===== config.mk =====
export PLATFORM = sky130hd
export DESIGN_NAME = time_setter_seq
export DESIGN_NICKNAME = d
export VERILOG_FILES = /design/src/rtl/time_setter_seq_pkg.sv /design/src/rtl/time_setter_seq_press_gen.sv /design/src/rtl/time_setter_seq.sv
export SDC_FILE = /design/constraint.sdc
export NUM_CORES = 1
export LEC_CHECK = 0
export CAP_MARGIN = 20
export CORE_MARGIN = 2
export CORE_UTILIZATION = 57
export CTS_CLUSTER_SIZE = 25
export DETAILED_ROUTE_END_ITERATION = 12
export PLACE_DENSITY = 0.81
export SLEW_MARGIN = 20
export SYNTH_ARGS = -nofsm -noshare
export SYNTH_HDL_FRONTEND = slang
export SYNTH_SLANG_ARGS = --single-unit

===== constraint.sdc =====
create_clock -name CLK -period 5.5 [get_ports CLK]
set_clock_uncertainty 0.1 [all_clocks]
set_input_delay 1.1 -clock CLK [delete_from_list [all_inputs] [get_ports CLK]]
set_output_delay 1.1 -clock CLK [all_outputs]
set_load 0.1 [all_outputs]

===== src/rtl/time_setter_seq_pkg.sv =====
// ---------------------------------------------------------------------------
// time_setter_seq_pkg
// Shared definitions for the time setter: time-word field ranges, button bit
// positions on the 7-bit button bus, field moduli, FSM state encoding and the
// small arithmetic helpers used to pick a press direction.
// ---------------------------------------------------------------------------
package time_setter_seq_pkg;

  // Field bit ranges inside the 18-bit time word {hh, mm, ss}
  localparam int HOUR_MSB = 17;
  localparam int HOUR_LSB = 12;
  localparam int MIN_MSB  = 11;
  localparam int MIN_LSB  = 6;
  localparam int SEC_MSB  = 5;
  localparam int SEC_LSB  = 0;

  // Button bus bit positions {IHOUR, DHOUR, IMIN, DMIN, ISEC, DSEC, RESET_TIME}
  localparam int B_IHOUR = 6;
  localparam int B_DHOUR = 5;
  localparam int B_IMIN  = 4;
  localparam int B_DMIN  = 3;
  localparam int B_ISEC  = 2;
  localparam int B_DSEC  = 1;
  localparam int B_RESET = 0;

  // Field moduli, 7 bits wide so the wrapped distance never overflows
  localparam logic [6:0] MOD_HOUR   = 7'd24;
  localparam logic [6:0] MOD_MINSEC = 7'd60;

  // Main FSM encoding; HOUR/MIN/SEC are the compare substates of each field,
  // PRESS/GAP are shared by all three fields (return field kept separately)
  localparam logic [3:0] ST_IDLE   = 4'd0;
  localparam logic [3:0] ST_CLR    = 4'd1;
  localparam logic [3:0] ST_HOUR   = 4'd2;
  localparam logic [3:0] ST_MIN    = 4'd3;
  localparam logic [3:0] ST_SEC    = 4'd4;
  localparam logic [3:0] ST_PRESS  = 4'd5;
  localparam logic [3:0] ST_GAP    = 4'd6;
  localparam logic [3:0] ST_VERIFY = 4'd7;

  // Forward distance (tgt - cur) mod m with an explicit wrap instead of '%'
  function automatic logic [6:0] fwd_dist(input logic [5:0] tgt,
                                          input logic [5:0] cur,
                                          input logic [6:0] m);
    logic [6:0] t7;
    logic [6:0] c7;
    t7 = {1'b0, tgt};
    c7 = {1'b0, cur};
    if (t7 >= c7) begin
      return t7 - c7;
    end else begin
      return (t7 + m) - c7;
    end
  endfunction

  // A target is settable only if every field is inside its modulus
  function automatic logic time_valid(input logic [17:0] t);
    return (t[HOUR_MSB:HOUR_LSB] < 6'd24) &&
           (t[MIN_MSB:MIN_LSB]   < 6'd60) &&
           (t[SEC_MSB:SEC_LSB]   < 6'd60);
  endfunction

  // One-hot button word for a given bit position
  function automatic logic [6:0] btn_onehot(input int idx);
    logic [6:0] r;
    r = 7'd1 << idx;
    return r;
  endfunction

endpackage


===== src/rtl/time_setter_seq_press_gen.sv =====
// ---------------------------------------------------------------------------
// time_setter_seq_press_gen
// Issues one button press: on go, the one-hot request is driven for PULSE_LEN
// cycles, then the bus stays low for GAP_LEN cycles, then ready pulses for
// one cycle. go is only honoured while idle.
// Ports:
//   clk    in   clock, rising edge
//   rst    in   asynchronous active-high reset (bus drops to 0 at once)
//   go     in   single-cycle start strobe
//   req    in   7-bit one-hot button request
//   btn    out  7-bit registered button bus
//   ready  out  one-cycle pulse when press and settle gap are complete
// ---------------------------------------------------------------------------
module time_setter_seq_press_gen #(
  parameter int PULSE_LEN = 2,
  parameter int GAP_LEN   = 4
) (
  input  logic       clk,
  input  logic       rst,
  input  logic       go,
  input  logic [6:0] req,
  output logic [6:0] btn,
  output logic       ready
);

  localparam logic [1:0] PG_IDLE = 2'd0;
  localparam logic [1:0] PG_HOLD = 2'd1;
  localparam logic [1:0] PG_GAP  = 2'd2;

  localparam logic [15:0] PULSE_LAST = 16'(PULSE_LEN - 1);
  localparam logic [15:0] GAP_LAST   = 16'(GAP_LEN - 1);

  logic [1:0]  state_r;
  logic [15:0] cnt_r;
  logic [6:0]  btn_r;
  logic        ready_r;

  // Press sequencer: hold phase, settle phase, ready strobe
  always_ff @(posedge clk or posedge rst) begin
    if (rst) begin
      state_r <= PG_IDLE;
      cnt_r   <= 16'd0;
      btn_r   <= 7'd0;
      ready_r <= 1'b0;
    end else begin
      ready_r <= 1'b0;
      case (state_r)
        PG_IDLE: begin
          if (go) begin
            btn_r   <= req;
            cnt_r   <= 16'd0;
            state_r <= PG_HOLD;
          end
        end
        PG_HOLD: begin
          if (cnt_r == PULSE_LAST) begin
            btn_r   <= 7'd0;
            cnt_r   <= 16'd0;
            state_r <= PG_GAP;
          end else begin
            cnt_r <= cnt_r + 16'd1;
          end
        end
        PG_GAP: begin
          if (cnt_r == GAP_LAST) begin
            ready_r <= 1'b1;
            cnt_r   <= 16'd0;
            state_r <= PG_IDLE;
          end else begin
            cnt_r <= cnt_r + 16'd1;
          end
        end
        default: begin
          btn_r   <= 7'd0;
          cnt_r   <= 16'd0;
          state_r <= PG_IDLE;
        end
      endcase
    end
  end

  assign btn   = btn_r;
  assign ready = ready_r;

endmodule


===== src/rtl/time_setter_seq.sv =====
// ---------------------------------------------------------------------------
// time_setter_seq
// Drives the increment/decrement button bus of a running clock until its
// CURR_TIME equals a requested TARGET. Fields are adjusted hour, minute,
// second in turn, each press choosing the shorter way round the dial, and
// the whole time word is verified at the end (retrying if the clock ticked).
// Ports:
//   CLK        in   clock, rising edge
//   RESET      in   asynchronous active-high reset
//   START      in   single-cycle request, sampled only when idle
//   TARGET     in   18-bit requested time {hh, mm, ss}, binary
//   CURR_TIME  in   18-bit running time from the time handler
//   BUTTONS    out  {IHOUR, DHOUR, IMIN, DMIN, ISEC, DSEC, RESET_TIME}
//   BUSY       out  high while a set operation is in progress
//   DONE       out  one-cycle pulse on successful verify
//   ERR        out  one-cycle pulse on invalid target or press budget spent
// ---------------------------------------------------------------------------
module time_setter_seq
  import time_setter_seq_pkg::*;
#(
  parameter int PULSE_LEN   = 2,
  parameter int GAP_LEN     = 4,
  parameter int MAX_PRESSES = 64,
  parameter int USE_CLEAR   = 0
) (
  input  logic        CLK,
  input  logic        RESET,
  input  logic        START,
  input  logic [17:0] TARGET,
  input  logic [17:0] CURR_TIME,
  output logic [6:0]  BUTTONS,
  output logic        BUSY,
  output logic        DONE,
  output logic        ERR
);

  localparam int              CNT_W   = $clog2(MAX_PRESSES + 1);
  localparam logic [CNT_W-1:0] MAX_CNT = CNT_W'(MAX_PRESSES);
  localparam logic [CNT_W-1:0] CNT_ONE = CNT_W'(1);

  logic [3:0]       state_r;
  logic [3:0]       field_r;      // compare state to return to after a press
  logic [17:0]      tgt_r;
  logic [CNT_W-1:0] press_cnt_r;
  logic             busy_r;
  logic             done_r;
  logic             err_r;
  logic             pg_go_r;
  logic [6:0]       pg_req_r;

  logic [6:0]       pg_btn_s;
  logic             pg_ready_s;

  logic [5:0]       cur_f_s;
  logic [5:0]       tgt_f_s;
  logic [6:0]       mod_s;
  logic [6:0]       inc_s;
  logic [6:0]       dec_s;
  logic [6:0]       dist_s;
  logic [6:0]       sel_s;
  logic             field_eq_s;
  logic [3:0]       next_field_s;

  time_setter_seq_press_gen #(
    .PULSE_LEN (PULSE_LEN),
    .GAP_LEN   (GAP_LEN)
  ) u_press_gen (
    .clk   (CLK),
    .rst   (RESET),
    .go    (pg_go_r),
    .req   (pg_req_r),
    .btn   (pg_btn_s),
    .ready (pg_ready_s)
  );

  // Field view for the current compare state: values, modulus, buttons
  always_comb begin
    cur_f_s      = 6'd0;
    tgt_f_s      = 6'd0;
    mod_s        = MOD_MINSEC;
    inc_s        = 7'd0;
    dec_s        = 7'd0;
    next_field_s = ST_VERIFY;
    case (state_r)
      ST_HOUR: begin
        cur_f_s      = CURR_TIME[HOUR_MSB:HOUR_LSB];
        tgt_f_s      = tgt_r[HOUR_MSB:HOUR_LSB];
        mod_s        = MOD_HOUR;
        inc_s        = btn_onehot(B_IHOUR);
        dec_s        = btn_onehot(B_DHOUR);
        next_field_s = ST_MIN;
      end
      ST_MIN: begin
        cur_f_s      = CURR_TIME[MIN_MSB:MIN_LSB];
        tgt_f_s      = tgt_r[MIN_MSB:MIN_LSB];
        mod_s        = MOD_MINSEC;
        inc_s        = btn_onehot(B_IMIN);
        dec_s        = btn_onehot(B_DMIN);
        next_field_s = ST_SEC;
      end
      ST_SEC: begin
        cur_f_s      = CURR_TIME[SEC_MSB:SEC_LSB];
        tgt_f_s      = tgt_r[SEC_MSB:SEC_LSB];
        mod_s        = MOD_MINSEC;
        inc_s        = btn_onehot(B_ISEC);
        dec_s        = btn_onehot(B_DSEC);
        next_field_s = ST_VERIFY;
      end
      default: begin
        next_field_s = ST_VERIFY;
      end
    endcase
    field_eq_s = (cur_f_s == tgt_f_s);
    dist_s     = fwd_dist(tgt_f_s, cur_f_s, mod_s);
    // Half-way ties go forward
    if (dist_s <= (mod_s >> 1)) begin
      sel_s = inc_s;
    end else begin
      sel_s = dec_s;
    end
  end

  // Main sequencer: accept, optional clear, per-field adjust, verify
  always_ff @(posedge CLK or posedge RESET) begin
    if (RESET) begin
      state_r     <= ST_IDLE;
      field_r     <= ST_HOUR;
      tgt_r       <= 18'd0;
      press_cnt_r <= '0;
      busy_r      <= 1'b0;
      done_r      <= 1'b0;
      err_r       <= 1'b0;
      pg_go_r     <= 1'b0;
      pg_req_r    <= 7'd0;
    end else begin
      done_r  <= 1'b0;
      err_r   <= 1'b0;
      pg_go_r <= 1'b0;
      case (state_r)
        ST_IDLE: begin
          if (START) begin
            tgt_r <= TARGET;
            if (!time_valid(TARGET)) begin
              err_r <= 1'b1;
            end else begin
              busy_r      <= 1'b1;
              press_cnt_r <= '0;
              if (USE_CLEAR != 0) begin
                pg_go_r  <= 1'b1;
                pg_req_r <= btn_onehot(B_RESET);
                state_r  <= ST_CLR;
              end else begin
                state_r <= ST_HOUR;
              end
            end
          end
        end
        ST_CLR: begin
          if (pg_ready_s) begin
            state_r <= ST_HOUR;
          end
        end
        ST_HOUR, ST_MIN, ST_SEC: begin
          if (field_eq_s) begin
            state_r <= next_field_s;
          end else begin
            pg_req_r <= sel_s;
            field_r  <= state_r;
            state_r  <= ST_PRESS;
          end
        end
        ST_PRESS: begin
          // Budget is checked before a press is issued, so exactly
          // MAX_PRESSES presses can happen in one operation
          if (press_cnt_r >= MAX_CNT) begin
            err_r   <= 1'b1;
            busy_r  <= 1'b0;
            state_r <= ST_IDLE;
          end else begin
            pg_go_r     <= 1'b1;
            press_cnt_r <= press_cnt_r + CNT_ONE;
            state_r     <= ST_GAP;
          end
        end
        ST_GAP: begin
          if (pg_ready_s) begin
            state_r <= field_r;
          end
        end
        ST_VERIFY: begin
          // A tick or carry during adjustment restarts from hours,
          // keeping the press count so the budget still bounds retries
          if (CURR_TIME == tgt_r) begin
            done_r  <= 1'b1;
            busy_r  <= 1'b0;
            state_r <= ST_IDLE;
          end else begin
            state_r <= ST_HOUR;
          end
        end
        default: begin
          busy_r  <= 1'b0;
          state_r <= ST_IDLE;
        end
      endcase
    end
  end

  assign BUTTONS = pg_btn_s;
  assign BUSY    = busy_r;
  assign DONE    = done_r;
  assign ERR     = err_r;

endmodule


==> out/qor.txt <==
RR Startpoint -> state_r[2]$_DFFE_PP0P_
Setup-failing EPs final -> 0
Final std cells w/o fill -> 609
Num CTS Buffers -> 9
Tot GR Track Use -> 0.273
CTS tree -> yes
Detailed placer's ending HPWL -> 8.25 mm
P_leak -> 2.33 nW
Core area -> 7290 um^2
DIE AREA -> 8290 um^2
Post-synth top area share -> 0.388
Drt via density -> 6.19
RSZ-0062 raised after global routing -> false
Mux cell area share after synthesis -> 0.0646
Sw Share -> 0.238
Cell Area, Synth -> 4320 um^2
Clock Tree Root -> clkbuf_8
Sw power -> 0.220 mW
Synth Area in Adders -> 0.0852
Synth Area in Simple Gates -> 0.186
Final Max Tran Viols -> 0
Drt wl/cell -> 17.9 um
Hold Crit Start -> field_r[3]$_DFFE_PP0P_
Total number of vias -> 3,770
Worst Path Buf+Inv -> 1
Pwr Density -> 183 nW/um^2
Reg2Reg Setup Slack -> 620 ps
Internal -> 0.703 mW
Final hold vios -> 0
WS Path Type -> reg2reg
Seq cells post-synth -> 68
Pre-Repair DR Iteration Count -> 6
Initial antenna violation count -> 0
Placed cell count -> 593
EDFF count, synth -> 0
Main combinational cell family by area after synthesis -> simple AND/OR/NAND/NOR gates
Initial DRC Count -> 301
Slew @ Worst Pin -> 969 ps
DP Worst Slack -> 325 ps
ANT cells -> 0
Setup Buffers After CTS -> 0
Fmax -> 0.205 GHz
PortBufs -> 47
Max VDD drop -> 0.125 mV
Synth top area cells -> dfrtp_1 39%, ha_1 6.7%, mux2_2 5.7%
Row count -> 31
Chip height -> 91.1 um
Synth area leader -> dfrtp_1
Clock buffer depth -> 2
Critical Path End Type -> flop
Combinational Power Share -> 0.060
Count of cell types in the netlist -> 62
Final nets -> 571
Syn Area/Cell -> 9.43 um^2
Arrival time worst endpoint -> 5030 ps
Sequential group share of total power -> 0.541
Vias in the first global route -> 3,752
Reg-to-reg critical path endpoint -> pg_req_r[6]$_DFFE_PP0P_
Number of max-cap violations -> 0
Setup ws final -> 623 ps
R2R depth -> 17
Hold buffers post-CTS -> 0
GP Congestion -> 0.958
Post-synthesis compound-gate area fraction -> 0.155
Synth Flop Type -> dfrtp_1
Clock network fraction of total power -> 0.399
Worst-Skew Late Latency -> 350 ps
Xor and xnor area share after synthesis -> 0.0629
Routed Antenna Nets -> 0
Die Width -> 91.1 um
Post-Syn Instances -> 458
Residual DRC -> 0
Num Clock Sinks -> 68
WL final -> 10.9 mm
Reg clk slew, reported paths -> 70 ps
Overflow after GRT -> 0
DP Area -> 4890 um^2
Starting Density -> 0.592
Largest net degree at the start of global routing -> 41
Worst path required time -> 5650 ps
Layout cells sized above 1 -> 0.100
Area growth from synthesis to layout -> 17.1%
Fillers -> 575
Slowest cell delay on critical path -> 630 ps
Slowest CP cell -> dfrtp_1
Worst Hold Class -> reg2reg
Register area share after synthesis -> 0.394
CP delay by family, top -> compound AO/OA/AOI/OAI gates
Critical Path Start Type -> flop
Syn Nets -> 524
Rel. slew slack -> 0.352
WHS Endpoint -> field_r[3]$_DFFE_PP0P_
Fin util -> 0.693
H-tree depth -> 3
FFs w/ async S/R, synth -> 1.00
Final instance area -> 5060 um^2
# resized after CTS -> 0
CP max FO -> 14
First-pass GRT wire length -> 17.9 mm
Final Critical Period -> 4880 ps
Ports -> 49
Synth Warn # -> 0
Outcome -> completed
TNS Setup -> 0 ps
Worst-path cell chain -> nand2b_1 -> nor3_2 -> a222oi_1 -> fa_1 -> inv_1 -> ha_1 -> a21o_1 -> a21oi_1 -> xnor2_1 -> nor2_1 -> a21oi_1 -> ha_1 -> and3_1 -> o211ai_1 -> mux2_2 -> o21a_1 -> o41ai_2
Worst Hold Path Cells -> 1
Crit share post-route -> 0.887
## through the flow
step / total power, mW / hold WS (ps)
6_report: 0.923 / 382
5_1_grt: 0.957 / 388
4_1_cts: 0.927 / 384
3_5_place_dp: 0.565 / 362
3_3_place_gp: 0.564 / 362
2_1_floorplan: 0.527 / 344
## power groups by stage
stage	clock network (mW)	registers (mW)	logic [mW]
final	0.368	0.500	0.0555
after global routing	0.398	0.499	0.0597
after CTS	0.371	0.500	0.0557
after detailed placement	0	0.509	0.0553
after global placement	0	0.509	0.0542
after floorplan	0	0.509	0.0178
## Yosys cell counts (2+ instances only)
library cell and instances:
mux2i_1 2, a22o_1 2, clkbuf_1 12, o31ai_1 3, nand2b_1 4, ha_1 23, nor3_1 12, o22ai_1 2
nor2b_1 5, nand2_1 38, xor2_1 18, mux2_2 22, and3_1 7, or3_1 2, nor4_1 7, a222oi_1 12
nand4_1 10, a21oi_1 11, xnor2_1 13, o21ai_0 19, nor2_1 37, nand3b_1 4, fa_1 4, o2111ai_1 6
o21a_1 2, o211ai_1 3, a311oi_1 2, buf_2 2, o21ai_1 4, a31oi_1 4, dfrtp_1 67, inv_1 41
nor4b_1 2, and2_1 3, a21o_1 6, nand3_1 21
## per-layer routing
metal | GRT usage | vias up | wire (um)
met5 | 0 | - | 0
met3 | 0.0490 | 27 | 669
met4 | 0.105 | 0 | 298
met1 | 0.361 | 1836 | 4680
li1 | - | 1740 | -
met2 | 0.449 | 167 | 5250
## worst max path at each step
| stage | from | to | slack [ps] | cells past startpoint |
|---|---|---|---|---|
| 4_1_cts | CURR_TIME[2] | pg_req_r[6]$_DFFE_PP0P_ | 640 | 17 |
| 6_report | state_r[2]$_DFFE_PP0P_ | pg_req_r[6]$_DFFE_PP0P_ | 620 | 17 |
| 3_5_place_dp | CURR_TIME[2] | pg_req_r[6]$_DFFE_PP0P_ | 320 | 17 |
| 2_1_floorplan | state_r[2]$_DFFE_PP0P_ | pg_req_r[6]$_DFFE_PP0P_ | 1090 | 18 |
| 3_3_place_gp | CURR_TIME[2] | pg_req_r[6]$_DFFE_PP0P_ | 450 | 17 |
| 5_1_grt | state_r[2]$_DFFE_PP0P_ | pg_req_r[2]$_DFFE_PP0P_ | 340 | 17 |
## cell families after synthesis
group                    count (synthesis)
buffers and inverters                   57
AO/OA/AOI/OAI                           90
XOR/XNOR                                31
flip-flops                              68
AND/OR/NAND/NOR                        159
multiplexers                            25
adder cells (fa/ha/maj)                 27
other                                    1
## state kept, by name, summed over array words and instances (netlist names), 2 cells and up
signal / cells
field_r: 4
pg_req_r: 6
press_cnt_r: 7
state_r: 4
tgt_r: 18
u_press_gen.btn: 6
u_press_gen.cnt_r: 16
u_press_gen.state_r: 2
## placed cells by master (no fill, tap or decap), drive strengths merged, types with 13 or more instances in the layout
cell | synthesis | layout
mux2 | 23 | 23
xnor2 | 13 | 13
inv | 42 | 42
nor2 | 37 | 37
clkdlybuf4s50 | 0 | 47
nand3 | 21 | 21
o21ai | 24 | 24
nor3 | 13 | 13
xor2 | 18 | 18
nand2 | 38 | 38
ha | 23 | 23
dfrtp | 67 | 67
## area by class of cell
class	instances	area [um^2]	area share
clock buffer	12	145	0.0287
clock inverter	4	25.0	0.00495
sequential	68	1700	0.337
tap	99	124	0.0245
inverter	42	158	0.0312
multi-input combinational	333	2400	0.475
timing repair buffer	51	500	0.0990
## worst reg2reg max path: stages, from the launching register on
cell      delay (ps)
dfrtp_1          630
nand2b_1         190
nor3_2           610
a222oi_1         320
fa_1             580
inv_1             60
ha_1             290
a21o_1           210
a21oi_1          180
xnor2_1           90
nor2_1           100
a21oi_1           50
ha_1             300
and3_1           180
o211ai_1         110
mux2_2           340
o21a_1           150
o41ai_2          310
Note: power is estimated with default switching activity, not from simulation.
